### src/rtl/dram_master_pkg.sv
// Shared widths and FSM state type for the DRAM burst master.
package dram_master_pkg;
  localparam int BEAT_W   = 144;
  localparam int BEBEAT_W = 18;
  localparam int BURST_W  = 288;

  typedef enum logic [1:0] {
    IDLE,
    BEAT1,
    BEAT2
  } state_e;
endpackage

### src/rtl/dram_rd_assembler.sv
// Pairs two read-return beats into one burst response.
// Flags beats that arrive with no read outstanding.
module dram_rd_assembler
  import dram_master_pkg::*;
(
  input  logic               clk,
  input  logic               rst_n,
  input  logic               rd_valid,
  input  logic [BEAT_W-1:0]  rd_data,
  input  logic [7:0]         rd_outstanding,
  output logic               resp_valid,
  output logic [BURST_W-1:0] resp_data,
  output logic               err_orphan
);
  logic               phase_q, phase_d;
  logic [BEAT_W-1:0]  beat0_q, beat0_d;
  logic               resp_valid_q, resp_valid_d;
  logic [BURST_W-1:0] resp_data_q, resp_data_d;
  logic               err_q, err_d;

  always_comb begin
    phase_d      = phase_q;
    beat0_d      = beat0_q;
    resp_valid_d = 1'b0;
    resp_data_d  = resp_data_q;
    err_d        = err_q;
    if (rd_valid) begin
      phase_d = ~phase_q;
      if (!phase_q) begin
        beat0_d = rd_data;
        if (rd_outstanding == 8'd0) err_d = 1'b1;
      end else begin
        resp_data_d  = {rd_data, beat0_q};
        resp_valid_d = 1'b1;
      end
    end
  end

  always_ff @(posedge clk) begin
    if (!rst_n) begin
      phase_q      <= 1'b0;
      beat0_q      <= '0;
      resp_valid_q <= 1'b0;
      resp_data_q  <= '0;
      err_q        <= 1'b0;
    end else begin
      phase_q      <= phase_d;
      beat0_q      <= beat0_d;
      resp_valid_q <= resp_valid_d;
      resp_data_q  <= resp_data_d;
      err_q        <= err_d;
    end
  end

  assign resp_valid = resp_valid_q;
  assign resp_data  = resp_data_q;
  assign err_orphan = err_q;
endmodule

### src/rtl/dram_burst_master.sv
// Two-beat DRAM command initiator with bounded read tracking.
// A burst leaves as a command+data beat, then a data-only beat.
module dram_burst_master
  import dram_master_pkg::*;
#(
  parameter int ADDR_W = 14,
  parameter int MAX_RD = 32
) (
  input  logic                  dram_clk,
  input  logic                  dram_rst_n,
  input  logic                  req_valid,
  output logic                  req_ready,
  input  logic                  req_rnw,
  input  logic [ADDR_W-1:0]     req_addr,
  input  logic [BURST_W-1:0]    req_wr_data,
  input  logic [2*BEBEAT_W-1:0] req_wr_be,
  output logic [31:0]           dram_cmd_addr,
  output logic                  dram_cmd_rnw,
  output logic                  dram_cmd_valid,
  output logic [BEAT_W-1:0]     dram_wr_data,
  output logic [BEBEAT_W-1:0]   dram_wr_be,
  input  logic                  dram_ready,
  input  logic [BEAT_W-1:0]     dram_rd_data,
  input  logic                  dram_rd_valid,
  output logic                  resp_valid,
  output logic [BURST_W-1:0]    resp_data,
  output logic [7:0]            rd_outstanding,
  output logic                  err_orphan
);
  state_e              state_q, state_d;
  logic [31:0]         addr_q, addr_d;
  logic                rnw_q, rnw_d;
  logic                valid_q, valid_d;
  logic [BEAT_W-1:0]   wdata_q, wdata_d;
  logic [BEBEAT_W-1:0] wbe_q, wbe_d;
  logic [BEAT_W-1:0]   hi_data_q, hi_data_d;
  logic [BEBEAT_W-1:0] hi_be_q, hi_be_d;
  logic [7:0]          out_q, out_d;
  logic                accept;
  logic                issue_rd;
  logic                retire_rd;

  assign req_ready = dram_rst_n && (state_q != BEAT1) &&
                     (!req_rnw || (out_q < 8'(MAX_RD)));
  assign accept    = req_valid && req_ready;
  assign issue_rd  = (state_q == BEAT1) && dram_ready && rnw_q;
  // Guard keeps an orphan-completed pair from wrapping the count
  assign retire_rd = resp_valid && (out_q != 8'd0);

  always_comb begin
    state_d   = state_q;
    addr_d    = addr_q;
    rnw_d     = rnw_q;
    valid_d   = valid_q;
    wdata_d   = wdata_q;
    wbe_d     = wbe_q;
    hi_data_d = hi_data_q;
    hi_be_d   = hi_be_q;
    unique case (state_q)
      IDLE: ;
      BEAT1: begin
        if (dram_ready) begin
          state_d = BEAT2;
          valid_d = 1'b0;
          wdata_d = hi_data_q;
          wbe_d   = hi_be_q;
        end
      end
      BEAT2: begin
        state_d = IDLE;
        valid_d = 1'b0;
        wdata_d = '0;
        wbe_d   = '0;
      end
      default: state_d = IDLE;
    endcase
    if (accept) begin
      state_d   = BEAT1;
      valid_d   = 1'b1;
      addr_d    = 32'({req_addr, 2'b00});
      rnw_d     = req_rnw;
      wdata_d   = req_rnw ? '0 : req_wr_data[BEAT_W-1:0];
      wbe_d     = req_rnw ? '0 : req_wr_be[BEBEAT_W-1:0];
      hi_data_d = req_rnw ? '0 : req_wr_data[BURST_W-1:BEAT_W];
      hi_be_d   = req_rnw ? '0 : req_wr_be[2*BEBEAT_W-1:BEBEAT_W];
    end
  end

  always_comb begin
    out_d = out_q;
    unique case ({issue_rd, retire_rd})
      2'b10:   out_d = out_q + 8'd1;
      2'b01:   out_d = out_q - 8'd1;
      default: out_d = out_q;
    endcase
  end

  always_ff @(posedge dram_clk) begin
    if (!dram_rst_n) begin
      state_q   <= IDLE;
      addr_q    <= '0;
      rnw_q     <= 1'b0;
      valid_q   <= 1'b0;
      wdata_q   <= '0;
      wbe_q     <= '0;
      hi_data_q <= '0;
      hi_be_q   <= '0;
      out_q     <= '0;
    end else begin
      state_q   <= state_d;
      addr_q    <= addr_d;
      rnw_q     <= rnw_d;
      valid_q   <= valid_d;
      wdata_q   <= wdata_d;
      wbe_q     <= wbe_d;
      hi_data_q <= hi_data_d;
      hi_be_q   <= hi_be_d;
      out_q     <= out_d;
    end
  end

  assign dram_cmd_addr  = addr_q;
  assign dram_cmd_rnw   = rnw_q;
  assign dram_cmd_valid = valid_q;
  assign dram_wr_data   = wdata_q;
  assign dram_wr_be     = wbe_q;
  assign rd_outstanding = out_q;

  dram_rd_assembler u_asm (
    .clk            (dram_clk),
    .rst_n          (dram_rst_n),
    .rd_valid       (dram_rd_valid),
    .rd_data        (dram_rd_data),
    .rd_outstanding (out_q),
    .resp_valid     (resp_valid),
    .resp_data      (resp_data),
    .err_orphan     (err_orphan)
  );
endmodule

### config.mk
export PLATFORM = sky130hd
export DESIGN_NAME = dram_burst_master
export DESIGN_NICKNAME = d
export VERILOG_FILES = /design/src/rtl/dram_master_pkg.sv /design/src/rtl/dram_rd_assembler.sv /design/src/rtl/dram_burst_master.sv
export SDC_FILE = /design/constraint.sdc
export NUM_CORES = 1
export LEC_CHECK = 0
export ABC_AREA = 1
export BUFFER_PORTS_ARGS = -buffer_cell sky130_fd_sc_hd__buf_2
export CAP_MARGIN = 20
export CORE_AREA = 10 10 371 373
export CTS_CLUSTER_DIAMETER = 100
export DETAILED_ROUTE_END_ITERATION = 16
export DIE_AREA = 0 0 381 383
export PLACE_DENSITY = 0.43
export SLEW_MARGIN = 20
export SYNTH_ARGS = -nofsm -noshare
export SYNTH_HDL_FRONTEND = slang
export SYNTH_SLANG_ARGS = --single-unit
### constraint.sdc
create_clock -name dram_clk -period 2.95 [get_ports dram_clk]
set_input_delay 0 -clock dram_clk [delete_from_list [all_inputs] [get_ports dram_clk]]
set_output_delay 0 -clock dram_clk [all_outputs]
set_load 0.05 [all_outputs]
======== Word level (Yosys, flattened, before mapping) ========
Index checks and enable logic that the tools add are counted.
operators by class
  add/subtract/negate cells ............... 2
  $lt $le $gt $ge ......................... 1
  equality and inequality tests ........... 8
  multiplexer cells ....................... 18
  bitwise gates (word level) .............. 3
  reductions and logical operators ........ 21
operator list
  kind                 count
  $mux 144             4
  $pmux 144 s2         1
  $mux 18              4
  $pmux 18 s2          1
  $pmux 8 s2           1
  $reduce_and 2->1     6
  $add 8x1->8 const B  1
  $logic_not 8->1      1
  $lt 8x6->1 const B   1
  $reduce_bool 8->1    1
  $sub 8x1->8 const B  1
  $logic_and 1x1->1    6
  $eq 2x1->1 const B   2
  $eq 2x2->1 const B   2
  $mux 1               4
  $ne 2x2->1 const B   2
  $pmux 2 s2           1
  $ne 3x3->1 const B   1
  $not 1->1            3
  $reduce_and 3->1     1
  $reduce_bool 3->1    1
  $logic_not 2->1      1
  $mux 2               1
  $ne 2x1->1 const B   1
  5 further kinds      5
word-level totals
  register bits after elaboration ......... 785
  input bits .............................. 488
  output and inout port bits .............. 495
  logic and storage cells ................. 68

======== Logic depth before layout (Yosys ltp) ========
Gate-level depths: netlist (run 1).
  word-level depth ........................ 6
  depth in mapped cells ................... 17

======== By module ========
Synthesis (run 1) repeated with hierarchy kept, for this count alone.
unflattened totals
  cells, all modules ...................... 5167
  area, all modules ....................... 35444.0 µm²
by module, submodules not included
  module             instances  cells each  area an instance (µm²)  seq. area each (µm²)
  dram_burst_master  1          3414        20768.7                 7006.7
  dram_rd_assembler  1          1753        14675.3                 8708.4

======== Worst setup path before layout (run 1) ========
OpenSTA, ideal clock, no wires.
  kind .................................... reg-to-reg
  start point ............................. register out_q[3] (netlist: rd_outstanding[3])
  end point ............................... register out_q[4] (netlist: rd_outstanding[4])
  data arrival time ....................... 2.556 ns
  data required time ...................... 2.833 ns
  slack ................................... 0.277 ns
  stages on the path, launching flop included .. 18
  clock period less this slack ............ 2.673 ns
  path through ............................ dfxtp_1 > inv_1 > nand3_1 > nor4_1 > nor2_1 > ha_1 > clkbuf_1 > nand2_1 > nand2_1 > inv_1 > ha_1 > o21bai_1 > nand2_1 > nand2_1 > nand2_1 > nand3_1 > o211ai_1 > inv_1
between the ends
  longest elaborated chain between the ends .. 4
  elaborated cells between the ends (all ways) .. 8
RTL lines
  what                                                 RTL line                  source
  from (decl)                                          dram_burst_master.sv:38   logic [7:0] out_q, out_d;
  from (signal assigned)                               dram_burst_master.sv:118  out_q <= out_d;
  branches (longest 4 deep; another with $sub 8x1->8)  --
Several ways; the timed one is not identified.
A chain may end at the register's enable or synchronous reset.

======== Worst setup path after layout (run 1) ========
  start point ............................. register out_q[5] (netlist: rd_outstanding[5])
  end point ............................... register out_q[4] (netlist: rd_outstanding[4])
between the ends
  longest elaborated chain between the ends .. 4
  elaborated cells between the ends (all ways) .. 6
RTL lines
  what                                             RTL line                 source
  $reduce_bool 8->1 *                              dram_burst_master.sv:48  assign retire_rd = resp_valid && (out_q != 8'd0);
  $logic_and 1x1->1 *                              dram_burst_master.sv:48
  $eq 2x1->1 or $eq 2x2->1 (tied branches)         dram_burst_master.sv:91  unique case ({issue_rd, retire_rd})
  $pmux 8 s2 or $reduce_bool 2->1 (tied branches)  --
Mark *: on every way between the ends. The rest lies on a longest branch, timed or not.

==> results of run 1 <==
cell usage in the layout, fill, tap and decap left out, types with 46 or more instances in the layout:
master / count
a21oi_1: 187
a31oi_1: 162
buf_2: 963
clkbuf_16: 94
dfxtp_1: 785
dlygate4sd3_1: 601
inv_1: 46
nand2_1: 1111
nand3_1: 467
nor2_1: 303
o21ai_0: 310
state kept, by name (all words and copies together) (netlist names):
signal and cells:
u_asm.resp_data 288, hi_data_q 144, rd_outstanding 8, dram_cmd_addr 14, dram_cmd_rnw 1, u_asm.phase_q 1
u_asm.err_orphan 1, hi_be_q 18, state_q 2, u_asm.resp_valid 1, dram_wr_data 144, dram_cmd_valid 1
dram_wr_be 18, u_asm.beat0_q 144
metal layers:
metal,part of all wire,track usage
met1,0.43,0.222
met2,0.46,0.289
met3,0.076,0.0521
met4,0.042,0.0788
met5,0.00045,0
stage by stage:
stage          setup WS [ns]  power, mW  hold WS (ns)  utilization  area, sq um
2_1_floorplan          0.277       14.2         0.103            -        28700
3_3_place_gp           0.308       15.7         0.207        0.269        35100
3_5_place_dp           0.329       15.7         0.207        0.269        35100
4_1_cts                0.268       28.0      0.000345        0.339        44200
5_1_grt               0.0314       28.7        0.0441        0.339        44200
6_report               0.363       27.6        0.0684        0.339        44200
worst paths after layout:
kind	end	cells after the start
min	u_asm.resp_data[249]	4
max	rd_outstanding[4]	17
max reg2reg	rd_outstanding[4]	17
min reg2reg	u_asm.resp_data[140]	2
what timing repair did:
item | CTS | global route
gates resized for setup | 0 | 1
endpoints found under the hold margin | 674 | 0
hold buffers | 601 | 0
setup endpoints to repair | 0 | 1
cells by family after synthesis:
group | synth area share
fa+ha+maj | 0.00131
buf+inv | 0.0553
flops | 0.548
other cells | 0.000131
compound gates | 0.125
xor+xnor | 0.000917
simple gates | 0.269
power by group through the flow:
stage	combinational (mW)	sequential, mW	clock [mW]
6_report	4.54	11.6	11.5
5_1_grt	4.86	11.6	12.3
4_1_cts	4.57	11.5	11.9
3_5_place_dp	3.93	11.8	0
3_3_place_gp	3.92	11.8	0
2_1_floorplan	1.25	12.9	0
Yosys cell counts (all sizes together):
library cell and instances:
a211oi 1, a21oi 187, a31oi 162, buf 132
clkbuf 194, conb 1, dfxtp 785, ha 3
inv 48, nand2 1114, nand3 468, nor2 306
nor4 1, o211ai 1, o21ai 324, o21bai 1
or2 2, xnor2 2, xor2 1
layout make-up:
type / instances / share of cell area
Inverter: 48 / 0.00430
Clock inverter: 24 / 0.00719
Sequential cell: 785 / 0.355
Tap cell: 1755 / 0.0497
Antenna cell: 14 / 0.000792
Multi-Input combinational cell: 2591 / 0.260
Clock buffer: 141 / 0.0622
Timing Repair Buffer: 1617 / 0.260
worst max-delay path: stages (launching register included):
cell and delay [ns]:
dfxtp_1 0.34, inv_1 0.12, nand3_1 0.15, nor4_2 0.29, nor2_1 0.10, ha_1 0.25, inv_1 0.18, nand2_1 0.10
nand2_1 0.06, inv_1 0.04, ha_1 0.16, o21bai_1 0.20, nand2_1 0.12, nand2_1 0.06, nand2_1 0.05, nand3_1 0.06
o211ai_1 0.09, inv_1 0.06
==> results.tsv, run 1 <==
metric	value	unit
outcome	complete, no violations	
timing.rr.start	rd_outstanding[5]	
io_buffers	964	
grt_max_degree	176	
clkPwrFrac	0.417	
fin_crit_sh	0.877	
ant_nets	0	
hold_class	input pin to register	
cts_max_path_buffers	3	
remaining_drc_errors	0	
multi_input_area	11500	sq um
root_buffer	clkbuf_16	
fin_skew	0.0648	ns
hold_violations	0	
slew_violations	0	
worstPathRequired	3.48	ns
die_y	383	um
layout-drive-gt1-share	0.224	
nets	5628	
grtUsageTotal	0.180	
rows	133	
insertion_delay	0.70	ns
syn_avg_cell_area	7.68	sq um
timing.setup.critical_path_class	register to register	
endpoint_kind	register	
syn_to_final_growth	54.2	%
synth_cells	3733	
clk_pin_slew	0.06	ns
powerDensity	625	nW/um^2
peakVddDrop	439	uV
worstHoldStart	dram_rd_data[105]	
synth_top_area_frac	0.548	
regArea	15700	sq um
die_area	146000	sq um
first_global_vias	31100	
crit_fanout	5	
sw_frac_of_total	0.301	
yosys.area.top_type	dfxtp_1	
place_hpwl	96800	um
ys_seq_elements	785	
io_pins	983	
final_cells	6975	
vias	31100	
place_congestion	0.866	
ys_top_cells_by_area	dfxtp_1 55%, nand2_1 15%, nand3_1 8.2%	
wl	139000	um
tightest_slew	1.10	ns
post-cts-setup-buffer-count	0	
start_util	0.220	
finalSetupTns	0	ns
rsz0062_at_grt	no	
worstSetupStartpointType	register	
vias_per_cell	4.46	
synth_area	28700	sq um
startpoint	rd_outstanding[5]	
cts_htree_levels	3	
firstDrtPassIters	7	
design.core.area	130000	sq um
die_x	381	um
placedCellCount	6195	
wl_per_cell	19.9	um
p_seq_frac	0.418	
numCtsBuffers	94	
p_switching	8.32	mW
fillers	14000	
relSlewSlack	0.267	
drt_first_iter_violations	2010	
grt_first_pass_wirelength	204000	um
seq_area_frac_synth	0.548	
intPower	19.3	mW
antenna_found_initial	15	
arrival	3.12	ns
maxCapViolCount	0	
rrSetupSlack	0.36	ns
ys_types	26	
tritoncts	done	
final-setup-viol-count	0	
leakage	19.8	nW
cts_sinks	785	
yosys_warnings	0	
min_period	2.59	ns
p_comb_frac	0.164	
fmax	0.387	GHz
grt.overflow.total	0	
No activity file was read; power rests on OpenSTA's default activity.
==> run 2, diff against run 1 <==
PLACE_DENSITY = 0.44   (was 0.43)
clock period = 2.19 ns   (was 2.95 ns; I/O delays follow)
==> run 2 against run 1 <==
  * Non-clock buffer count is 3 higher
  * Maximum frequency rose by 23%
  * Register-to-register slack lost 0.27 ns
  * Global-route usage fell by 0.12 points
  * Sequential cell count unchanged
  * Setup slack worse by 0.27 ns
  * Combinational power up 37%
  * Largest cell class unchanged
==> results.tsv, run 2 (synthesis results as in run 1) <==
metric	value	unit
design.core.area	130000	sq um
hold_class	input pin to register	
hold_path_depth	4	
grtUsageTotal	0.178	
arrival	2.67	ns
place_hpwl	97900	um
min_period	2.10	ns
fillers	13900	
start_util	0.220	
use_met3	0.0526	
grt_first_pass_wirelength	204000	um
worstSetupStartpointType	register	
slew_violations	0	
outcome	complete, no violations	
grt_max_degree	137	
die_x	381	um
timing.setup.critical_path_class	register to register	
remaining_drc_errors	0	
holdWs	0.0804	ns
cts_htree_levels	3	
fin_skew	0.0417	ns
placedCellCount	6251	
reg2reg_depth	17	
gr-usage-met1	0.223	
relSlewSlack	0.288	
wl_per_cell	19.7	um
leakage	20.1	nW
mostFrequentLayoutCells	1107 x nand2_1, 963 x buf_2, 776 x dfxtp_1, 544 x dlygate4sd3_1, 463 x nand3_1	
io_pins	983	
layout-drive-gt1-share	0.243	
largest_reg_flops	288	
ant_nets	0	
die_area	146000	sq um
placed_area	35600	sq um
rows	133	
tightest_slew	1.07	ns
syn_to_final_growth	54.7	%
nets	5628	
first_global_vias	31000	
final_common_cell	nand2_1	
cts_max_path_buffers	3	
hold_violations	0	
rrSetupSlack	0.09	ns
startpoint	rd_outstanding[7]	
antenna_found_initial	23	
rsz0062_at_grt	yes	
maxCapViolCount	0	
fmax	0.477	GHz
tritoncts	done	
endpoint_kind	register	
worstPathRequired	2.77	ns
fin_crit_sh	0.958	
crit_fanout	3	
die_y	383	um
finalInstanceArea	44300	sq um
drt_first_iter_violations	1989	
cts_sinks	785	
r2r_end	rd_outstanding[4]	
numCtsBuffers	91	
endpoint	rd_outstanding[4]	
peakVddDrop	623	uV
root_buffer	clkbuf_16	
firstDrtPassIters	5	
powerDensity	839	nW/um^2
vias_per_cell	4.46	
grtUsageMet2	0.285	
grt.busiest_layer	met2	
grt.overflow.total	0	
wl	137000	um
clk_pin_slew	0.06	ns
timing.rr.start	rd_outstanding[7]	
vias	31100	
io_buffers	964	
final_cells	6977	
insertion_delay	0.70	ns
place_congestion	0.859	
finish.utilization	0.340	
final-setup-viol-count	0	
==> run 2: changes by cell type in the layout (fill, tap and decap cells not counted), moves of 6 or more <==
| cell | previous run | this run |
|---|---|---|
| buf_4 | 30 | 78 |
| dfxtp_1 | 785 | 776 |
| dfxtp_4 | 0 | 6 |
| dlygate4sd3_1 | 601 | 544 |
| inv_1 | 46 | 38 |
| nor2_1 | 303 | 296 |
==> run 2: critical path, stage by stage, from the launching register on <==
cell and delay (ns):
dfxtp_4 0.35, inv_4 0.06, nand3_4 0.08, nor4_4 0.26, nor2_2 0.07, ha_2 0.21
inv_2 0.06, nand2_2 0.06, nand2_2 0.08, inv_2 0.03, ha_2 0.15, o21bai_4 0.18
nand2_1 0.10, nand2_1 0.05, nand2_1 0.05, nand3_1 0.06, o211ai_1 0.09, inv_1 0.05
==> run 2: worst min-delay path by stage <==
stage / from / slack (ns) / endpoint
5_1_grt: dram_rd_data[55] / 0.04 / u_asm.resp_data[199]
3_5_place_dp: dram_rd_data[21] / 0.21 / u_asm.resp_data[165]
6_report: dram_rd_data[59] / 0.08 / u_asm.resp_data[203]
2_1_floorplan: dram_rd_data[0] / 0.10 / u_asm.resp_data[144]
3_3_place_gp: dram_rd_data[45] / 0.21 / u_asm.resp_data[189]
4_1_cts: dram_rd_data[59] / 0.0003 / u_asm.resp_data[203]
==> run 2: final cells by class <==
cell class	count	area, sq um	share of cell area
diodes	12	30.0	0.000677
multi-input cells	2591	11600	0.261
repair buffers	1620	11500	0.260
clock inverters	28	384	0.00866
flip-flops and latches	785	15700	0.355
well taps	1755	2200	0.0495
inverters	48	198	0.00446
clock buffers	138	2670	0.0601
==> run 2: report_power, final <==
part           switching (mW)  internal (mW)  total [mW]
logic                    4.21           2.00        6.21
clock network            6.50           8.94        15.4
registers               0.466           15.1        15.6
total                    11.2           26.0        37.2
==> run 2: timing repair <==
item | 4_1_cts | 5_1_grt
setup buffers | 1 | 3
hold buffers | 544 | 0
endpoints found under the hold margin | 707 | 0
pin swaps | 0 | 12
resized for setup | 5 | 38
setup endpoints to repair | 5 | 168
==> run 2: per-stage QoR <==
| stage | TNS (ns) | power, mW | worst slack, ns |
|---|---|---|---|
| finish | 0 | 37.2 | 0.0922 |
| global route | -0.0995 | 38.7 | -0.0405 |
| CTS | 0 | 37.7 | 0.00276 |
| detailed placement | -0.168 | 21.2 | -0.0540 |
| global placement | -0.0899 | 21.2 | -0.0340 |
| floorplan | 0 | 19.1 | 0.00942 |
==> run 2: routing by layer <==
metal	part of all wire	vias to the layer above	wire length, um
li1	-	15100	-
met1	0.43	14600	58700
met2	0.45	1110	62300
met3	0.077	275	10600
met4	0.041	14	5600
met5	0.00067	-	92
==> run 3, diff against run 2 <==
ABC_AREA = unset   (was 1)
CORE_AREA = 10 10 372 374   (was 10 10 371 373)
DIE_AREA = 0 0 382 384   (was 0 0 381 383)
==> run 3 against run 2 <==
  * The run now ends with setup timing left
  * Power decreased by 0.68%
  * Area after synthesis increased by 0.25%
  * Clock power about the same
  * Sequential cell count unchanged
  * Sequential share of layout area increased by 0.13 points
  * Cell count decreased by 9.2%
  * Setup slack got worse by 0.23 ns
  * Critical endpoint is now rd_outstanding[6]
==> results.tsv, run 3 <==
metric	value	unit
grtUsageTotal	0.170	
synth_edf_count	0	
hold_path_depth	3	
whs_endpoint	u_asm.resp_data[269]	
leakage	19.1	nW
powerDensity	837	nW/um^2
reg2reg_depth	11	
cts_htree_levels	3	
placed_area	36000	sq um
yosys.area.top_type	dfxtp_1	
wl_per_cell	20.9	um
ys.flop_type	dfxtp_1	
failed_checks	setup timing	
largest_reg_flops	288	
multi_input_area	11700	sq um
yosys_warnings	0	
remaining_drc_errors	0	
grt.overflow.total	0	
grt_max_degree	163	
hold_violations	0	
startpoint	rd_outstanding[1]	
die_y	384	um
relSlewSlack	0.438	
final_common_cell	buf_2	
vias	28600	
cts_max_path_buffers	3	
peakVddDrop	526	uV
clk_pin_slew	0.06	ns
drt_first_iter_violations	1490	
timing.setup.critical_path_class	register to register	
maxCapViolCount	0	
finalInstanceArea	44200	sq um
placedCellCount	5654	
fmax	0.429	GHz
worstPathRequired	2.81	ns
numCtsBuffers	93	
yosysMostFrequentCell	dfxtp_1	
insertion_delay	0.70	ns
worstSetupStartpointType	register	
ys_top_cells_by_area	dfxtp_1 55%, a22o_1 8.8%, a21oi_1 8.5%	
die_area	147000	sq um
timing.rr.start	rd_outstanding[1]	
synth_cells	3105	
tritoncts	done	
outcome	finished, violations left	
die_x	382	um
final_cells	6338	
design.core.area	131000	sq um
start_util	0.220	
place_hpwl	96500	um
ys_seq_elements	785	
fin_crit_sh	1.07	
finalSetupTns	-0.412	ns
tightest_slew	0.842	ns
slew_violations	0	
first_global_vias	29200	
syn_avg_cell_area	9.26	sq um
rrSetupSlack	-0.14	ns
min_period	2.33	ns
mostFrequentLayoutCells	963 x buf_2, 777 x dfxtp_1, 491 x dlygate4sd3_1, 487 x a21oi_1, 486 x nand2_1	
fin_skew	0.0387	ns
crit_fanout	4	
synth_common_cells	785 x dfxtp_1, 491 x a21oi_1, 486 x nand2_1, 288 x a22o_1, 175 x nor2_1	
worstHoldStart	dram_rd_data[125]	
nets	4982	
rows	133	
holdWs	0.0745	ns
ys_types	51	
layout-drive-gt1-share	0.282	
syn_to_final_growth	53.6	%
cts_sinks	785	
io_buffers	964	
root_buffer	clkbuf_16	
setup_slack	-0.142	ns
rsz0062_at_grt	yes	
synthArstFlopShare	0	
firstDrtPassIters	7	
io_pins	983	
vias_per_cell	4.51	
final-setup-viol-count	4	
wl	133000	um
seq_area_frac_synth	0.547	
ant_nets	0	
grt_first_pass_wirelength	194000	um
antenna_found_initial	27	
synth_area	28700	sq um
hold_class	input pin to register	
arrival	2.95	ns
endpoint_kind	register	
place_congestion	0.805	
regArea	15700	sq um
synth_top_area_frac	0.547	
p_total	37.0	mW
r2r_end	rd_outstanding[6]	
fillers	13800	
## run 3: cell type report
cell class / count / area share
diodes: 16 / 0.000907
repair buffers: 1596 / 0.258
flip-flops and latches: 785 / 0.356
inverters: 2 / 0.000340
clock buffers: 141 / 0.0620
multi-input cells: 2013 / 0.264
well taps: 1755 / 0.0497
clock inverters: 30 / 0.00844
## run 3: kinds of logic (layout without fill, tap and decap cells)
kind of cell | count (synthesis) | in the layout | synth area share
other cells | 1 | 34 | 0.000130
xor+xnor | 5 | 5 | 0.00152
buf+inv | 324 | 1769 | 0.0544
compound gates | 961 | 961 | 0.229
fa+ha+maj | 3 | 3 | 0.00131
flops | 785 | 785 | 0.547
mux | 4 | 4 | 0.00139
simple gates | 1022 | 1022 | 0.166
## run 3: what timing repair did
item                                   in CTS  in global routing
endpoints found under the hold margin     637                  0
pin swaps                                  11                 11
setup endpoints to repair                   5                 43
setup buffers                               4                  2
gates resized for setup                     7                 11
hold buffers                              491                  0
## run 3: how the worst max path moves through the flow
| stage | cells past startpoint | end |
|---|---|---|
| final | 11 | rd_outstanding[6] |
| after global routing | 11 | rd_outstanding[6] |
| after CTS | 11 | rd_outstanding[6] |
| after detailed placement | 11 | rd_outstanding[6] |
| after global placement | 10 | rd_outstanding[5] |
| after floorplan | 14 | rd_outstanding[6] |
## run 3: worst max-delay path, cell delays in order, from the launching register on
cell      delay [ns]
dfxtp_4         0.35
nor3_4          0.17
nand4b_1        0.13
and2_4          0.17
ha_4            0.17
xor2_2          0.15
ha_2            0.19
a21boi_2        0.15
o22a_1          0.21
a41o_1          0.21
a2111o_1        0.29
nand3_1         0.08
## run 3: metal layers
layer,share of wire,routed length [um],track usage
met5,0.00059,78,0
met4,0.027,3550,0.0549
met3,0.082,10900,0.0574
met2,0.48,63500,0.288
met1,0.41,54700,0.202
## run 3: power by group
group | internal [mW] | switching (mW) | total, mW
clock | 9.16 | 6.48 | 15.6
sequential | 14.9 | 0.364 | 15.3
combinational | 2.18 | 3.83 | 6.01
## run 3: per-stage QoR
step | setup slack (ns) | utilization
2_1_floorplan | -0.447 | -
5_1_grt | -0.308 | 0.337
6_report | -0.142 | 0.338
4_1_cts | -0.128 | 0.337
3_5_place_dp | -0.192 | 0.275
3_3_place_gp | -0.193 | 0.275
